$ cat src/rtl/sfp_pkg.sv
// Shared types and sizing helpers for the multi-core SFP sum exchange.
package sfp_pkg;

  typedef enum logic [1:0] {
    IDLE,
    COLLECT,
    DONE
  } state_e;

  localparam int N_CORE_DEFAULT = 4;
  localparam int BW_SUM_DEFAULT = 24;

  // Enough headroom that n sums of bw bits never wrap.
  function automatic int acc_width(input int bw, input int n);
    return bw + $clog2(n);
  endfunction

endpackage

$ cat src/rtl/sfp_prio_enc.sv
// Lowest-set-bit one-hot priority encoder.
module sfp_prio_enc #(
  parameter int N = 4
) (
  input  logic [N-1:0] req_i,
  output logic [N-1:0] gnt_o,
  output logic         found_o
);

  always_comb begin
    gnt_o   = '0;
    found_o = 1'b0;
    for (int i = 0; i < N; i++) begin
      if (req_i[i] && !found_o) begin
        gnt_o[i] = 1'b1;
        found_o  = 1'b1;
      end
    end
  end

endmodule

$ cat src/rtl/sfp_sum_exchange.sv
// Collects per-core SFP partial sums, saturates the total and
// broadcasts it back until every participating core acknowledges.
module sfp_sum_exchange
  import sfp_pkg::*;
#(
  parameter int n_core = N_CORE_DEFAULT,
  parameter int bw_sum = BW_SUM_DEFAULT,
  parameter int bw_acc = acc_width(bw_sum, n_core)
) (
  input  logic                     clk,
  input  logic                     reset,
  input  logic [n_core-1:0]        mask,
  input  logic [n_core*bw_sum-1:0] sum_in,
  input  logic [n_core-1:0]        sum_valid,
  output logic [n_core-1:0]        sum_ack,
  output logic [bw_sum-1:0]        sum_out,
  output logic                     sum_out_valid,
  input  logic [n_core-1:0]        out_ack,
  output logic                     busy,
  output logic                     ovf
);

  state_e state_q, state_d;

  logic [bw_acc-1:0] acc_q, acc_d;
  logic [n_core-1:0] cap_q, cap_d;
  logic [n_core-1:0] ackd_q, ackd_d;
  logic [n_core-1:0] mask_q, mask_d;
  logic [bw_sum-1:0] out_q, out_d;
  logic              outv_q, outv_d;
  logic              busy_q, busy_d;
  logic              ovf_q, ovf_d;

  logic [n_core-1:0] req, gnt;
  logic              found;
  logic [bw_sum-1:0] gsum;
  logic              sat;

  // Held in reset, no core may see a grant.
  always_comb begin
    req = '0;
    if (reset) begin
      unique case (state_q)
        IDLE:    req = sum_valid & mask;
        COLLECT: req = sum_valid & mask_q & ~cap_q;
        default: req = '0;
      endcase
    end
  end

  sfp_prio_enc #(
    .N (n_core)
  ) u_enc (
    .req_i   (req),
    .gnt_o   (gnt),
    .found_o (found)
  );

  always_comb begin
    gsum = '0;
    for (int i = 0; i < n_core; i++) begin
      if (gnt[i]) gsum = gsum | sum_in[i*bw_sum +: bw_sum];
    end
  end

  always_comb begin
    state_d = state_q;
    acc_d   = acc_q;
    cap_d   = cap_q;
    ackd_d  = ackd_q;
    mask_d  = mask_q;
    out_d   = out_q;
    ovf_d   = ovf_q;
    sat     = 1'b0;
    unique case (state_q)
      IDLE: begin
        if (found) begin
          mask_d  = mask;
          acc_d   = bw_acc'(gsum);
          cap_d   = gnt;
          ovf_d   = 1'b0;
          state_d = ($countones(mask) == 1) ? DONE : COLLECT;
        end
      end
      COLLECT: begin
        if (found) begin
          acc_d = acc_q + bw_acc'(gsum);
          cap_d = cap_q | gnt;
          if ((cap_q | gnt) == mask_q) state_d = DONE;
        end
      end
      DONE: begin
        ackd_d = ackd_q | (out_ack & mask_q);
        if (ackd_d == mask_q) begin
          ackd_d  = '0;
          state_d = IDLE;
        end
      end
      default: state_d = IDLE;
    endcase
    // The broadcast value is frozen on entry to DONE.
    if (state_q != DONE && state_d == DONE) begin
      sat   = |acc_d[bw_acc-1:bw_sum];
      out_d = sat ? '1 : acc_d[bw_sum-1:0];
      ovf_d = sat;
    end
    busy_d = (state_d != IDLE);
    outv_d = (state_d == DONE);
  end

  always_ff @(posedge clk or negedge reset) begin
    if (!reset) begin
      state_q <= IDLE;
      acc_q   <= '0;
      cap_q   <= '0;
      ackd_q  <= '0;
      mask_q  <= '0;
      out_q   <= '0;
      outv_q  <= 1'b0;
      busy_q  <= 1'b0;
      ovf_q   <= 1'b0;
    end else begin
      state_q <= state_d;
      acc_q   <= acc_d;
      cap_q   <= cap_d;
      ackd_q  <= ackd_d;
      mask_q  <= mask_d;
      out_q   <= out_d;
      outv_q  <= outv_d;
      busy_q  <= busy_d;
      ovf_q   <= ovf_d;
    end
  end

  assign sum_ack       = gnt;
  assign sum_out       = out_q;
  assign sum_out_valid = outv_q;
  assign busy          = busy_q;
  assign ovf           = ovf_q;

endmodule

$ cat config.mk
export PLATFORM = sky130hd
export DESIGN_NAME = sfp_sum_exchange
export DESIGN_NICKNAME = d
export VERILOG_FILES = /design/src/rtl/sfp_pkg.sv /design/src/rtl/sfp_prio_enc.sv /design/src/rtl/sfp_sum_exchange.sv
export SDC_FILE = /design/constraint.sdc
export NUM_CORES = 1
export LEC_CHECK = 0
export ABC_CLOCK_PERIOD_IN_PS = 6850
export CORE_ASPECT_RATIO = 1.75
export CORE_MARGIN = 4
export CORE_UTILIZATION = 49
export DETAILED_ROUTE_END_ITERATION = 12
export GPL_TIMING_DRIVEN = 0
export PLACE_DENSITY_LB_ADDON = 0.2
export SYNTH_ARGS = -nofsm -noshare
export SYNTH_HDL_FRONTEND = slang
export SYNTH_HIERARCHICAL = 1
export SYNTH_SLANG_ARGS = --single-unit
$ cat constraint.sdc
create_clock -name clk -period 6.85 [get_ports clk]
set_input_delay 1.37 -clock clk [delete_from_list [all_inputs] [get_ports clk]]
set_output_delay 1.37 -clock clk [all_outputs]
set_load 0.02 [all_outputs]
### Word-level counts from Yosys, hierarchy flattened

Cells that the tools add are included.

| storage, ports and cells | value |
|---|---|
| register bits after elaboration | 67 |
| output and inout port bits | 31 |
| word-level logic and storage cells | 78 |

| operators by class | value |
|---|---|
| $add $sub $neg | 4 |
| eq/ne operators | 9 |
| multiplexer cells | 30 |
| bitwise logic cells | 10 |
| reductions and logical operators | 16 |

Operators with widths:

| operator | count |
|---|---|
| 2-to-1 mux 24 bit | 5 |
| bitwise OR 24 bit | 3 |
| 2-to-1 mux 26 bit | 2 |
| case mux 26 bit (2 select lines) | 1 |
| adder 26 x 24 -> 26 bit | 1 |
| bitwise AND 4 bit | 4 |
| 2-to-1 mux 4 bit | 4 |
| case mux 4 bit (2 select lines) | 2 |
| 2-to-1 mux 1 bit | 10 |
| 2-to-1 mux 2 bit | 5 |
| equality test 4 bit | 2 |
| bitwise OR 4 bit | 2 |
| nonzero test 2 bit | 4 |
| != test 2 bit (second input constant) | 3 |
| case mux 2 bit (3 select lines) | 1 |
| adder 1 x 1 -> 2 bit | 2 |
| equality test 2 bit (second input constant) | 2 |
| logical AND 1 bit | 4 |
| NOT 4 bit | 1 |
| AND reduction 2 bit | 2 |
| adder 2 x 2 -> 3 bit | 1 |
| equality test 3 x 1 -> 1 bit (second input constant) | 1 |
| logical NOT 1 bit | 3 |
| AND reduction 3 bit | 1 |
| 3 further kinds | 3 |

### Longest topological paths before layout

| depth | value |
|---|---|
| word-level depth | 23 |
| gate-level depth with buffers | 23 |

### Cells and area by module

Netlist, hierarchy kept.

By module, submodules not included:

| module | times used | cells an instance | area each (um^2) | seq. area each (um^2) |
|---|---|---|---|---|
| sfp_sum_exchange | 1 | 569 | 4803.4 | 1676.6 |
| sfp_prio_enc | 1 | 5 | 37.5 | 0.0 |

### Worst setup path after synthesis

No wires, ideal clock.

| path | value |
|---|---|
| path type | in2reg |
| start | input port mask[0] |
| end | register out_q[10] (netlist: sum_out[10]) |
| data arrival time | 5.815 ns |
| setup slack | 0.914 ns |
| cell stages on the path | 20 |
| cells stage by stage | inv_1 -> o21ai_0 -> and3_1 -> nor4b_1 -> clkbuf_1 -> clkbuf_1 -> a22oi_1 -> nand2_1 -> ha_1 -> fa_1 -> a211oi_2 -> o31ai_4 -> o22ai_2 -> or4_4 -> o211ai_2 -> mux2i_1 -> or3_1 -> buf_6 -> buf_6 -> o22a_1 |

| between the ends | value |
|---|---|
| longest elaborated chain between the ends | 20 |
| elaborated cells between the ends (all ways) | 41 |
| classes of those cells | 3 x add/sub; 3 x eq/ne; 22 x mux; 5 x bitwise; 8 x reduce/logical |

Ends and longest elaborated chain:

| item | RTL line | RTL |
|---|---|---|
| from (decl) | sfp_sum_exchange.sv:12 | `input logic [n_core-1:0] mask,` |
| bitwise AND 4 bit * | sfp_sum_exchange.sv:44 | `IDLE: req = sum_valid & mask;` |
| case mux 4 bit (2 select lines) * | sfp_sum_exchange.sv:43 | `unique case (state_q)` |
| 2-to-1 mux 4 bit * | sfp_sum_exchange.sv:42 | `if (reset) begin` |
| named net req[0] | sfp_sum_exchange.sv:34 | `logic [n_core-1:0] req, gnt;` |
| 2-to-1 mux 1 bit * | sfp_prio_enc.sv:14 | `if (req_i[i] && !found_o) begin` |
| logical NOT 1 bit | sfp_prio_enc.sv:14 |  |
| logical AND 1 bit | sfp_prio_enc.sv:14 |  |
| 2-to-1 mux 1 bit * | sfp_prio_enc.sv:14 |  |
| logical NOT 1 bit | sfp_prio_enc.sv:14 |  |
| logical AND 1 bit | sfp_prio_enc.sv:14 |  |
| 2-to-1 mux 1 bit * | sfp_prio_enc.sv:14 |  |
| logical NOT 1 bit * | sfp_prio_enc.sv:14 |  |
| logical AND 1 bit * | sfp_prio_enc.sv:14 |  |
| 2-to-1 mux 1 bit * | sfp_prio_enc.sv:14 |  |
| named net sum_ack[3] | sfp_sum_exchange.sv:15 | `output logic [n_core-1:0] sum_ack,` |
| parallel branches: the longest is 7 deep, another holds adder 26 x 24 -> 26 bit | - |  |
| to (signal assigned) | sfp_sum_exchange.sv:128 | `out_q <= out_d;` |
| to (decl) | sfp_sum_exchange.sv:29 | `logic [bw_sum-1:0] out_q, out_d;` |

Mark *: on every way through the listed nets, which the timed path passes.
A chain may end at the register's enable or synchronous reset.

### Final worst setup path

| path | value |
|---|---|
| start | input port mask[0] |
| end | register out_q[20] (netlist: sum_out[20]) |

| between the ends | value |
|---|---|
| longest elaborated chain between the ends | 20 |
| elaborated cells between the ends (all ways) | 41 |
| classes of those cells | 3 x add/sub; 3 x eq/ne; 22 x mux; 5 x bitwise; 8 x reduce/logical |

Ends and longest elaborated chain:

| item | RTL line |
|---|---|
| bitwise AND 4 bit * | sfp_sum_exchange.sv:44 |
| case mux 4 bit (2 select lines) * | sfp_sum_exchange.sv:43 |
| 2-to-1 mux 4 bit * | sfp_sum_exchange.sv:42 |
| named net req[0] | sfp_sum_exchange.sv:34 |
| 2-to-1 mux 1 bit * | sfp_prio_enc.sv:14 |
| parallel branches: the longest is 16 deep, another holds adder 26 x 24 -> 26 bit | - |

Marks and branches as above.

==> qor.yml <==
setup_path:
  critPathArrivalTime_ps: 6800
  cpPeakStageDelay_ps: 470
  path_max_fanout: 10
  crit_buf_inv: 7
  crit_family: "compound AO/OA/AOI/OAI gates"
  cp-start-kind: "input port"
  worstSetupPathType: "input port to flop"
  critPathSlowestCell: "a221o_1"
  cp_cell_sequence: "clkdlybuf4s50_1 -> inv_1 -> o21ai_0 -> and3_1 -> nor4b_1 -> clkbuf_2 -> clkbuf_2 -> a22oi_1 -> nand2_1 -> ha_1 -> clkbuf_1 -> a21oi_1 -> o21ai_1 -> a22oi_1 -> a21oi_1 -> a221o_1 -> mux2i_1 -> or3_1 -> buf_6 -> buf_6 -> o22a_1"
  endpoint_kind: "flop"
  cp.required_ps: 7070
clocking:
  clock-sinks: 67
  htree_num_levels: 3
  clk_latency_ps: 350
  hold_buffers: 0
  clockRootBuffer: "clkbuf_16"
  path_clk_slew_ps: 60
  cts_made_buffers: 9
  cts_setup_buffers: 0
  clock_path_buffers: 2
  cts_tree: "built"
grt:
  antenna_found_initial: 0
  grt_use_met1_pct: 32.71
  first_global_vias: 5557
  grt_max_degree: 69
  grt_util_met2_pct: 57.28
  use_met3_pct: 5.736
  grt_usage_pct: 31.18
  top_usage_layer: "met2"
  overflow: 0
  grt_pass1_wl_um: 28430
drt:
  dr.pass1.iters: 5
  num_vias: 5246
  ant_nets: 0
  wl_per_cell_um: 21.60
  totalWireLength_um: 18310
  drt_iter0_drc: 304
  via_per_inst: 6.186
  drcViolationCount: 0
run_status:
  outcome: "finished clean"
floorplanning:
  dieArea_um2: 11600
  pin_count: 141
  core-area_um2: 9585
  dieWidth_um: 83.14
  row_count: 47
  initial_core_util_pct: 50.50
  fp.dieH_um: 139.5
timing:
  tns_ps: 0
  max_freq_ghz: 0.1521
  worst_pin_slew_ps: 730.3
  rsz0062_at_grt: "false"
  slew_viol_final: 0
  fin_crit_sh_pct: 95.98
  slew_headroom_pct: 51.31
  fin_crit_ps: 6575
  hold_viol_final: 0
  skew_ps: 11.37
  setup_viol: 0
placement:
  detailedPlacementHpwl_um: 14140
  gp_congestion: 0.9259
  portBuffers: 140
  placed_area_um2: 6392
synthesis:
  synth_area_leaders: "dfrtp_1 35%, a22oi_1 8.7%, ha_1 7.0%"
  syn-cell-area_um2: 4841
  synth_nets: 713
  ys_seq_area_share_pct: 34.63
  synth_edf_count: 0
  synthFlopType: "dfrtp_1"
  synth.distinct_cells: 61
  ys_seq_elements: 67
  ys_warn_count: 6
  synth_top_area_cell: "dfrtp_1"
  yosys.area.top_type_share_pct: 34.63
  async_flop_share_pct: 100.0
  synth_area_per_cell_um2: 8.434
  syn_inst: 574
cells_and_area:
  n_antenna_cell: 0
  drive_above_1_share_pct: 5.647
  fin_area_um2: 6705
  fin_nets: 862
  syn2layout_area_growth_pct: 38.51
run:
  drv_cap: 0
power_and_ir_drop:
  cellLeakagePower_nw: 2.869
  p_per_area_nw_per_um2: 417.4
  vdd_drop_max_v: 0.0002468
min_path:
  min_path_type: "flop to flop"
==> through the flow <==
step           setup slack, ps  total power [mW]  instances  hold WS (ps)  utilization [%]
2_1_floorplan            913.7             1.713        574         456.1                -
3_3_place_gp             -2648             2.232        836         491.6            66.71
4_1_cts                  13.46             2.775        850         507.9            69.94
3_5_place_dp            -727.4             2.286        836         496.3            66.69
6_report                 275.1             2.798        848         505.7            69.95
5_1_grt                  29.65             2.963        848         524.3            69.95
==> where the power goes <==
part | internal [mW] | switching [mW]
Combinational | 0.642 | 1.01
Sequential | 0.554 | 0.107
Clock | 0.307 | 0.180
==> state kept, by name (all words and copies together), names as in the netlist <==
| signal | flops |
|---|---|
| state_q | 2 |
| ovf | 1 |
| ackd_q | 4 |
| sum_out | 24 |
| cap_q | 4 |
| acc_q | 26 |
| busy | 1 |
| mask_q | 4 |
| sum_out_valid | 1 |
==> cell usage in the layout (no fill, tap or decap), types with 12 or more instances in the layout <==
| cell | synthesis | final |
|---|---|---|
| o22a_1 | 25 | 25 |
| o21ai_0 | 17 | 17 |
| a22oi_1 | 56 | 56 |
| nand2_1 | 77 | 77 |
| dfrtp_1 | 67 | 67 |
| a21oi_1 | 49 | 49 |
| xnor2_1 | 15 | 15 |
| clkdlybuf4s50_1 | 0 | 139 |
| clkbuf_1 | 33 | 23 |
| o21ai_1 | 32 | 32 |
| a21o_1 | 12 | 12 |
| inv_1 | 14 | 14 |
| ha_1 | 27 | 27 |
| nor2_1 | 31 | 31 |
==> worst register-to-register path, stage by stage (launching register included) <==
cell and delay [ps]:
dfrtp_1 330, clkbuf_1 370, clkbuf_2 530, o21ai_0 210, and3_1 280, nor4b_1 420, clkbuf_2 420, clkbuf_2 400
a22oi_1 120, nand2_1 120, ha_1 230, clkbuf_1 200, a21oi_1 340, o21ai_1 160, a22oi_1 460, a21oi_1 230
a221o_1 470, mux2i_1 140, or3_1 340, buf_6 160, buf_6 140, o22a_1 180
==> repair_timing <==
action / CTS / global route
gates resized for setup: 6 / 10
endpoints found under the setup margin: 25 / 25
endpoints found under the hold margin: 0 / 0
==> final timing paths <==
kind,cells after the start,slack [ps],endpoint,start
max,21,280,sum_out[20],mask[0]
max reg2reg,21,520,sum_out[20],state_q[0]
max in group asynchronous,1,5460,sum_out[10],reset
min reg2reg,1,510,sum_out[8],sum_out[8]
min,1,510,sum_out[8],sum_out[8]
min in group asynchronous,1,960,mask_q[0],reset
==> per-layer routing <==
metal | vias to the layer above | share of wire [%]
met5 | - | 0
met2 | 242 | 53
met3 | 58 | 5.8
li1 | 2428 | -
met1 | 2518 | 36
met4 | 0 | 5.5
==> cell families (layout without fill, tap and decap cells) <==
family	Yosys count	after routing	synth area share, %
buffers and inverters	60	212	5.299
xor gates and xnor gates	23	23	4.161
and+or+nand+nor	159	159	14.91
AOI/OAI and AO/OA	234	234	32.77
DFF	67	67	34.63
adders and majority gates	29	29	7.806
muxes	2	2	0.4136
==> cell usage after synthesis (7+ instances only) <==
master,number
a21o_1,12
a21oi_1,49
a22oi_1,56
clkbuf_1,33
dfrtp_1,67
ha_1,27
inv_1,14
nand2_1,77
nand3_1,11
nor2_1,31
nor2b_1,7
o21ai_0,17
o21ai_1,32
o22a_1,25
xnor2_1,15
xor2_1,8
==> layout make-up <==
class                           count  area (µm²)
Multi-Input combinational cell    447        2908
Fill cell                         781        2880
Sequential cell                    67        1677
Clock buffer                       12       266.5
Inverter                           17       63.81
Timing Repair Buffer              140        1406
Clock inverter                      2       35.03
Tap cell                          122       152.6
Buffer                             41       196.4
Power figures use the tool's default switching activity.
